**config.mk**
```make
export PLATFORM = sky130hd
export DESIGN_NAME = conv_controller
export DESIGN_NICKNAME = d
export VERILOG_FILES = /design/src/rtl/conv_controller.sv
export SDC_FILE = /design/constraint.sdc
export NUM_CORES = 1
export LEC_CHECK = 0
export ABC_AREA = 0
export BUFFER_PORTS_ARGS = -buffer_cell sky130_fd_sc_hd__buf_2
export CORE_UTILIZATION = 35
export CTS_CLUSTER_DIAMETER = 200
export DETAILED_ROUTE_END_ITERATION = 8
export GPL_TIMING_DRIVEN = 0
export HOLD_SLACK_MARGIN = 0.03
export PLACE_DENSITY_LB_ADDON = 0.3
export SYNTH_ARGS = -nofsm -noshare
export SYNTH_HDL_FRONTEND = slang
export SYNTH_SLANG_ARGS = --single-unit
export TNS_END_PERCENT = 1
```
**constraint.sdc**
```tcl
create_clock -name clk -period 1.7 [get_ports clk]
set_input_delay 0.085 -clock clk [delete_from_list [all_inputs] [get_ports clk]]
set_output_delay 0.085 -clock clk [all_outputs]
set_load 0.005 [all_outputs]
```
**src/rtl/conv_controller.sv**
```systemverilog
// Frame controller for a sliding-window convolution datapath.
// Optional stall counter enabled by CONV_CTRL_STALL_COUNT_EN.
module conv_controller #(
  parameter int DATA_WIDTH   = 16,
  parameter int KERNEL_SIZE  = 5,
  parameter int IMAGE_SIZE   = 28,
  parameter int PIPE_LATENCY = 3
) (
  input  logic                  clk,
  input  logic                  reset,
  input  logic                  start,
  input  logic                  pixel_in_valid,
  output logic                  pixel_in_ready,
  input  logic [DATA_WIDTH-1:0] pixel_in,
  output logic [DATA_WIDTH-1:0] pixel_input,
  output logic                  write,
  input  logic [DATA_WIDTH-1:0] add_result,
  output logic [DATA_WIDTH-1:0] result,
  output logic                  result_valid,
  output logic                  busy,
`ifdef CONV_CTRL_STALL_COUNT_EN
  output logic                  done,
  output logic [15:0]           stall_count
`else
  output logic                  done
`endif
);

  localparam int CW = (IMAGE_SIZE > 1) ? $clog2(IMAGE_SIZE) : 1;
  localparam int DW = (PIPE_LATENCY > 0) ? $clog2(PIPE_LATENCY + 1) : 1;
  localparam logic [CW-1:0] LAST = CW'(IMAGE_SIZE - 1);
  localparam logic [CW-1:0] KM1  = CW'(KERNEL_SIZE - 1);
  localparam logic [DW-1:0] DEND = DW'(PIPE_LATENCY);

  typedef enum logic [1:0] {
    IDLE,
    STREAM,
    DRAIN,
    DONE
  } state_t;

  state_t                  state;
  logic [CW-1:0]           row;
  logic [CW-1:0]           col;
  logic [DW-1:0]           dcnt;
  logic [PIPE_LATENCY-1:0] tags;
  logic                    hs;
  logic                    win;

  assign hs          = pixel_in_valid & pixel_in_ready;
  assign write       = hs;
  assign pixel_input = pixel_in;
  assign win         = hs && (row >= KM1) && (col >= KM1);

  always_ff @(posedge clk or posedge reset) begin
    if (reset) begin
      state          <= IDLE;
      row            <= '0;
      col            <= '0;
      dcnt           <= '0;
      pixel_in_ready <= 1'b0;
      busy           <= 1'b0;
      done           <= 1'b0;
    end else begin
      done <= 1'b0;
      unique case (state)
        IDLE: begin
          if (start) begin
            state          <= STREAM;
            row            <= '0;
            col            <= '0;
            pixel_in_ready <= 1'b1;
            busy           <= 1'b1;
          end
        end
        STREAM: begin
          if (hs) begin
            if (col == LAST) begin
              col <= '0;
              if (row == LAST) begin
                // last pixel of the frame: stop accepting
                row            <= '0;
                state          <= DRAIN;
                dcnt           <= '0;
                pixel_in_ready <= 1'b0;
              end else begin
                row <= row + 1'b1;
              end
            end else begin
              col <= col + 1'b1;
            end
          end
        end
        DRAIN: begin
          if (dcnt == DEND) begin
            state <= DONE;
            done  <= 1'b1;
          end else begin
            dcnt <= dcnt + 1'b1;
          end
        end
        DONE: begin
          state <= IDLE;
          busy  <= 1'b0;
        end
      endcase
    end
  end

  // tag tracks which datapath sums are real window outputs
  always_ff @(posedge clk or posedge reset) begin
    if (reset) begin
      tags         <= '0;
      result       <= '0;
      result_valid <= 1'b0;
    end else begin
      tags         <= (tags << 1) | PIPE_LATENCY'(win);
      result_valid <= tags[PIPE_LATENCY-1];
      if (tags[PIPE_LATENCY-1]) begin
        result <= add_result;
      end
    end
  end

`ifdef CONV_CTRL_STALL_COUNT_EN
  always_ff @(posedge clk or posedge reset) begin
    if (reset) begin
      stall_count <= '0;
    end else if (state == IDLE && start) begin
      stall_count <= '0;
    end else if (state == STREAM && !pixel_in_valid
                 && stall_count != 16'hFFFF) begin
      stall_count <= stall_count + 16'd1;
    end
  end
`endif

endmodule

```
---- After elaboration in Yosys (flattened, before gate mapping) ----
Cells that the tools add are included.
storage, ports and cells
  flip-flop bits (word level) ............. 37
  latch bits .............................. 0
  memory bits (writable) .................. 0
  memory bits (read-only) ................. 0
  input bits .............................. 36
  output and inout port bits .............. 37
  word-level logic and storage cells ...... 68
  memories ................................ 0
cells by class
  add/sub/neg operators ................... 3
  $mul .................................... 0
  divide/modulo/power cells ............... 0
  magnitude comparators ................... 2
  eq/ne operators ......................... 12
  shift operators ......................... 0
  multiplexer cells ....................... 27
  bitwise gates (word level) .............. 2
  reduce and logical (&&, ||, !) cells .... 12
operator list
  operator                                             count
  2-to-1 mux 5 bit                                     6
  one-hot mux 5 bit (2 select lines)                   2
  2-to-1 mux 2 bit                                     9
  AND reduction 5 bit                                  3
  != test 2 bit, second input constant                 6
  adder 5 x 1 -> 5 bit, second input constant          2
  equality test 5 bit, second input constant           2
  >= comparator 5 x 3 -> 1 bit, second input constant  2
  one-hot mux 2 bit (4 select lines)                   1
  equality test 2 bit, second input constant           3
  2-to-1 mux 1 bit                                     6
  nonzero test 2 bit                                   3
  one-hot mux 1 bit (2 select lines)                   2
  one-hot mux 2 bit (2 select lines)                   1
  AND reduction 4 bit                                  1
  OR 3 x 1 -> 3 bit                                    1
  AND reduction 3 bit                                  1
  adder 2 x 1 -> 2 bit, second input constant          1
  equality test 2 x 1 -> 1 bit, second input constant  1
  logical AND 1 bit                                    2
  zero test 2 bit                                      1
  AND reduction 2 bit                                  1
  AND 1 bit                                            1

---- Depth between registers and ports, before layout ----
  word-level depth ........................ 5
  mapped depth ............................ 7
  depth with buffers taken out ............ 6

---- Worst setup path before layout ----
No wires, ideal clock.
  path kind ............................... register to register
  start ................................... register col[0]
  end ..................................... register dcnt[0]
  setup time .............................. 0.124 ns
  arrival ................................. 1.531 ns
  required time ........................... 1.576 ns
  path slack .............................. 0.045 ns
  stages on the path, launching flop included .. 6
  buffers on the path ..................... 0
  period minus slack after synthesis ...... 1.655 ns
  cell sequence ........................... dfrtp_1 > ha_1 > nand4b_4 > o31ai_4 > o21ai_2 > a211o_1
between the ends
  longest elaborated chain between the ends .. 3
RTL lines
  item                                  RTL line  RTL
  start: declaration                    44        logic [CW-1:0] col;
  start signal: assignment              90        col <= col + 1'b1;
  equality test 5 bit                   78        if (col == LAST) begin
  != test 2 bit (no source line)        n/a
  AND reduction 5 bit (no source line)  n/a
  end signal: assignment                99        dcnt <= dcnt + 1'b1;
  end: declaration                      45        logic [DW-1:0] dcnt;
Every way passes these cells.
A chain may end at the register's enable or synchronous reset.

---- Worst setup path in the final report ----
  start ................................... register state[0]
  end ..................................... register col[3]
between the ends
  longest elaborated chain between the ends .. 3
  elaborated cells on any way between the ends .. 7
  those cells by class .................... eq/ne (3); mux (1); reduce/logical (3)
RTL lines
  item                                                                         RTL line  RTL
  start: declaration                                                           42        state_t state;
  start signal: assignment                                                     57        state <= IDLE;
  start signal: assignment                                                     69        state <= STREAM;
  start signal: assignment                                                     83        state <= DRAIN;
  equality test 2 x 1 -> 1 bit / zero test 2 bit (equally long branches)       66        unique case (state)
  != test 2 bit (no source line) / nonzero test 2 bit (equally long branches)  n/a
  AND reduction 3 bit (no source line)                                         n/a
Several ways; a longest one is shown, not always the timed one.

==> metrics.md <==
| Metric | Value |
|---|---|
| Status | complete, no violations |
| Post-synthesis register bit count | 37 |
| WHS Endpoint | result[8] |
| Clk slew on worst S/H paths | 0.07 ns |
| DRT iter0 DRCs | 54 |
| Clock skew | 0.00731 ns |
| Top FF cell, synth | dfrtp_1 |
| Sequential fraction of the synthesis area | 49.7% |
| Area share of the largest cell type after synthesis | 49.7% |
| Period utilization | 98.0% |
| Post-DP HPWL | 2450 µm |
| Mux share of post-synthesis cell area | 10.8% |
| Worst path cell trace | inv_1 -> ha_2 -> mux2_4 -> nand3b_1 -> o21ai_0 -> a32o_1 |
| Reg-to-reg endpoint | col[3] |
| DIE HEIGHT | around 75 µm |
| Worst r2r src | state[0] |
| Core Box Area | 5110 µm² |
| CP peak stage delay | 0.44 ns |
| Max-slew violations | 0 |
| FMAX | 600 MHz |
| Finish-stage setup viols | 0 |
| Largest family of logic cells by synthesized area | simple AND/OR/NAND/NOR gates |
| Synth Area in Compound Gates | 11.3% |
| Initial antenna violation count | 0 |
| Slowest cell on crit path | dfrtp_1 |
| H-tree depth | 2 |
| Critical path class | register to register |
| Worst path required time | 1.87 ns |
| Vias in the first global route | 1254 |
| Adder-Cell Fraction of Synth Area | roughly 6% |
| Hold Vio Cnt, Final | 0 |
| Synth async-reset ratio | 100% |
| Post-Synth XOR/XNOR Area | 0% |
| CP arrival | 1.83 ns |
| Share of cells above drive strength 1 | 50.0% |
| Area leader, netlist | dfrtp_1 |
| First-pass GRT wire length | ~5400 µm |
| CTS tree | built |
| Clock Path Buffers | 2 |
| CP max FO | 5 |
| Num Clock Sinks | 37 |
| Crit start category | register |
| Period minus WS final | 1.67 ns |
| Largest net degree at the start of global routing | 38 |
| Flop2flop setup slack | 0.03 ns |
| Synthesized area | 1860 µm² |
| EDFF count, synth | 0 |
| Leakage | between 1 and 1.5 nW |
| Insertion delay to the later sink of the worst-skew pair | 0.28 ns |
| TritonRoute pass-1 iters | 4 |
| VDD IR max | 0.000494 V |
| IO buf count | 56 |
| Most frequent cells in the layout | buf_2, dfrtp_1, buf_4 |
| Die Wd | 75.0 µm |
| Top cells by area, synth | dfrtp_1, mux2_2, buf_4 |
| GPL Wtd Cong | just under 0.8 |
| Gr usage total | 12.4% |
| R2R cell count | 6 |
| Row Count | 26 |
| Crit. End Element | register |
| HP Start | add_result[8] |
| Via count | roughly 1400 |
| IO Count | 73 |
| Synth warn | 0 |
| Post-synth cell types | 37 |
| Routed Wire Length | 3600 µm |
| DRC | 0 |
| Fin util | 48.9% |
| Hold depth | 2 |
| Mapped Cells | 164 |
| Initial Util | 36.5% |
| Hold Slack | ~0.038 ns |
| DRT antenna net count | 0 |
| Syn_nets | 209 |
| Max Cap Viol | 0 |
| Layout net count | 286 |
| Syn-to-layout area delta | 34.0% |
| Slew at the pin closest to its max-slew limit | 0.756 ns |
| GR Overflow Total | 0 |
| Slew headroom | about half |
| WL/cell | 11.5 µm |
| Die area | 5620 µm² |
| Cell Pwr Density | 645 nW/µm² |
| CTS buffer count | 5 |
| HP Class | input pin to register |
| RSZ-0062 raised after global routing | yes |
| Commonest non-fill, non-tap cell in the layout | buf_2 |
| # diodes | 0 |
| Post-Synth Simple-Gate Area | 12.6% |
| Vias per inst | 4.63 |
| Clock Tree Root | clkbuf_8 |
| Average instance area after synthesis | 11.4 µm² |
## layout make-up
class	count	area [µm²]
clock inverter	2	13.8
tap	70	87.6
sequential	37	927
clock buffer	6	82.6
timing repair buffer	70	408
buffer	19	140
multi-input combinational	96	792
inverter	12	45.0
fill	477	2610
## stage by stage
stage,TNS (ns),setup WS (ns),power (mW),cell area (µm²),instances
2_1_floorplan,0,0.0454,0.941,1860,164
3_5_place_dp,-0.326,-0.132,0.986,2230,290
6_report,0,0.0346,1.61,2500,312
3_3_place_gp,-0.306,-0.130,0.984,2230,290
5_1_grt,-0.415,-0.0819,1.69,2500,312
4_1_cts,0,0.000203,1.64,2440,309
## repair_timing
item / in CTS / in global routing
buffers inserted: 3 / 2
resized for setup: 3 / 12
hold buffers: 8 / 1
pin swaps: 2 / 3
hold endpoints to repair: 44 / 1
endpoints found under the setup margin: 10 / 23
## kinds of logic after synthesis
logic type	Yosys count
AOI/OAI and AO/OA	31
DFF	37
buffers and inverters	31
muxes	18
and+or+nand+nor	38
adders and majority gates	9
## sequential cells by signal, summed over array words and instances, names as in the netlist
name            flops
done                1
dcnt                2
result             16
col                 5
pixel_in_ready      1
state               2
row                 5
busy                1
tags                3
result_valid        1
## synthesized netlist by cell type (all sizes together), types with 3 or more instances
library cell / count
o21ai: 13
nand3b: 3
inv: 12
nand2: 9
mux2: 17
a21oi: 6
nand3: 5
ha: 9
buf: 18
nor3: 4
dfrtp: 37
and3: 3
nor2: 3
## how the worst max path moves through the flow
stage | cells past startpoint | slack, ns | to | from
floorplan | 5 | 0.05 | dcnt[0] | col[0]
global placement | 5 | -0.13 | dcnt[0] | col[0]
detailed placement | 5 | -0.13 | dcnt[0] | col[0]
CTS | 6 | 0.0002 | col[4] | state[0]
global route | 6 | -0.08 | row[3] | state[0]
finish | 6 | 0.03 | col[3] | state[0]
## where the power goes
part           internal (mW)  switching, mW  total, mW
logic                 0.0647         0.0380      0.103
clock network          0.328          0.299      0.627
registers              0.880              0      0.880
## worst max-delay path, delay by kind of cell, from the launching register on
family                   cells  cell delay (ns)
multiplexers                 1             0.34
adder cells (fa/ha/maj)      1             0.23
AO/OA/AOI/OAI                2             0.34
buffers and inverters        1             0.12
flip-flops                   1             0.44
AND/OR/NAND/NOR              1             0.09
## layer usage
layer	routed length [µm]	share of wire (%)	track usage, %	vias up
li1	-	-	-	714
met1	1670	46	16.0	680
met2	1650	46	20.4	51
met3	282	7.8	4.28	0
met4	0	0	2.73	0
met5	0	0	0	-
Power figures use the tool's default switching activity.
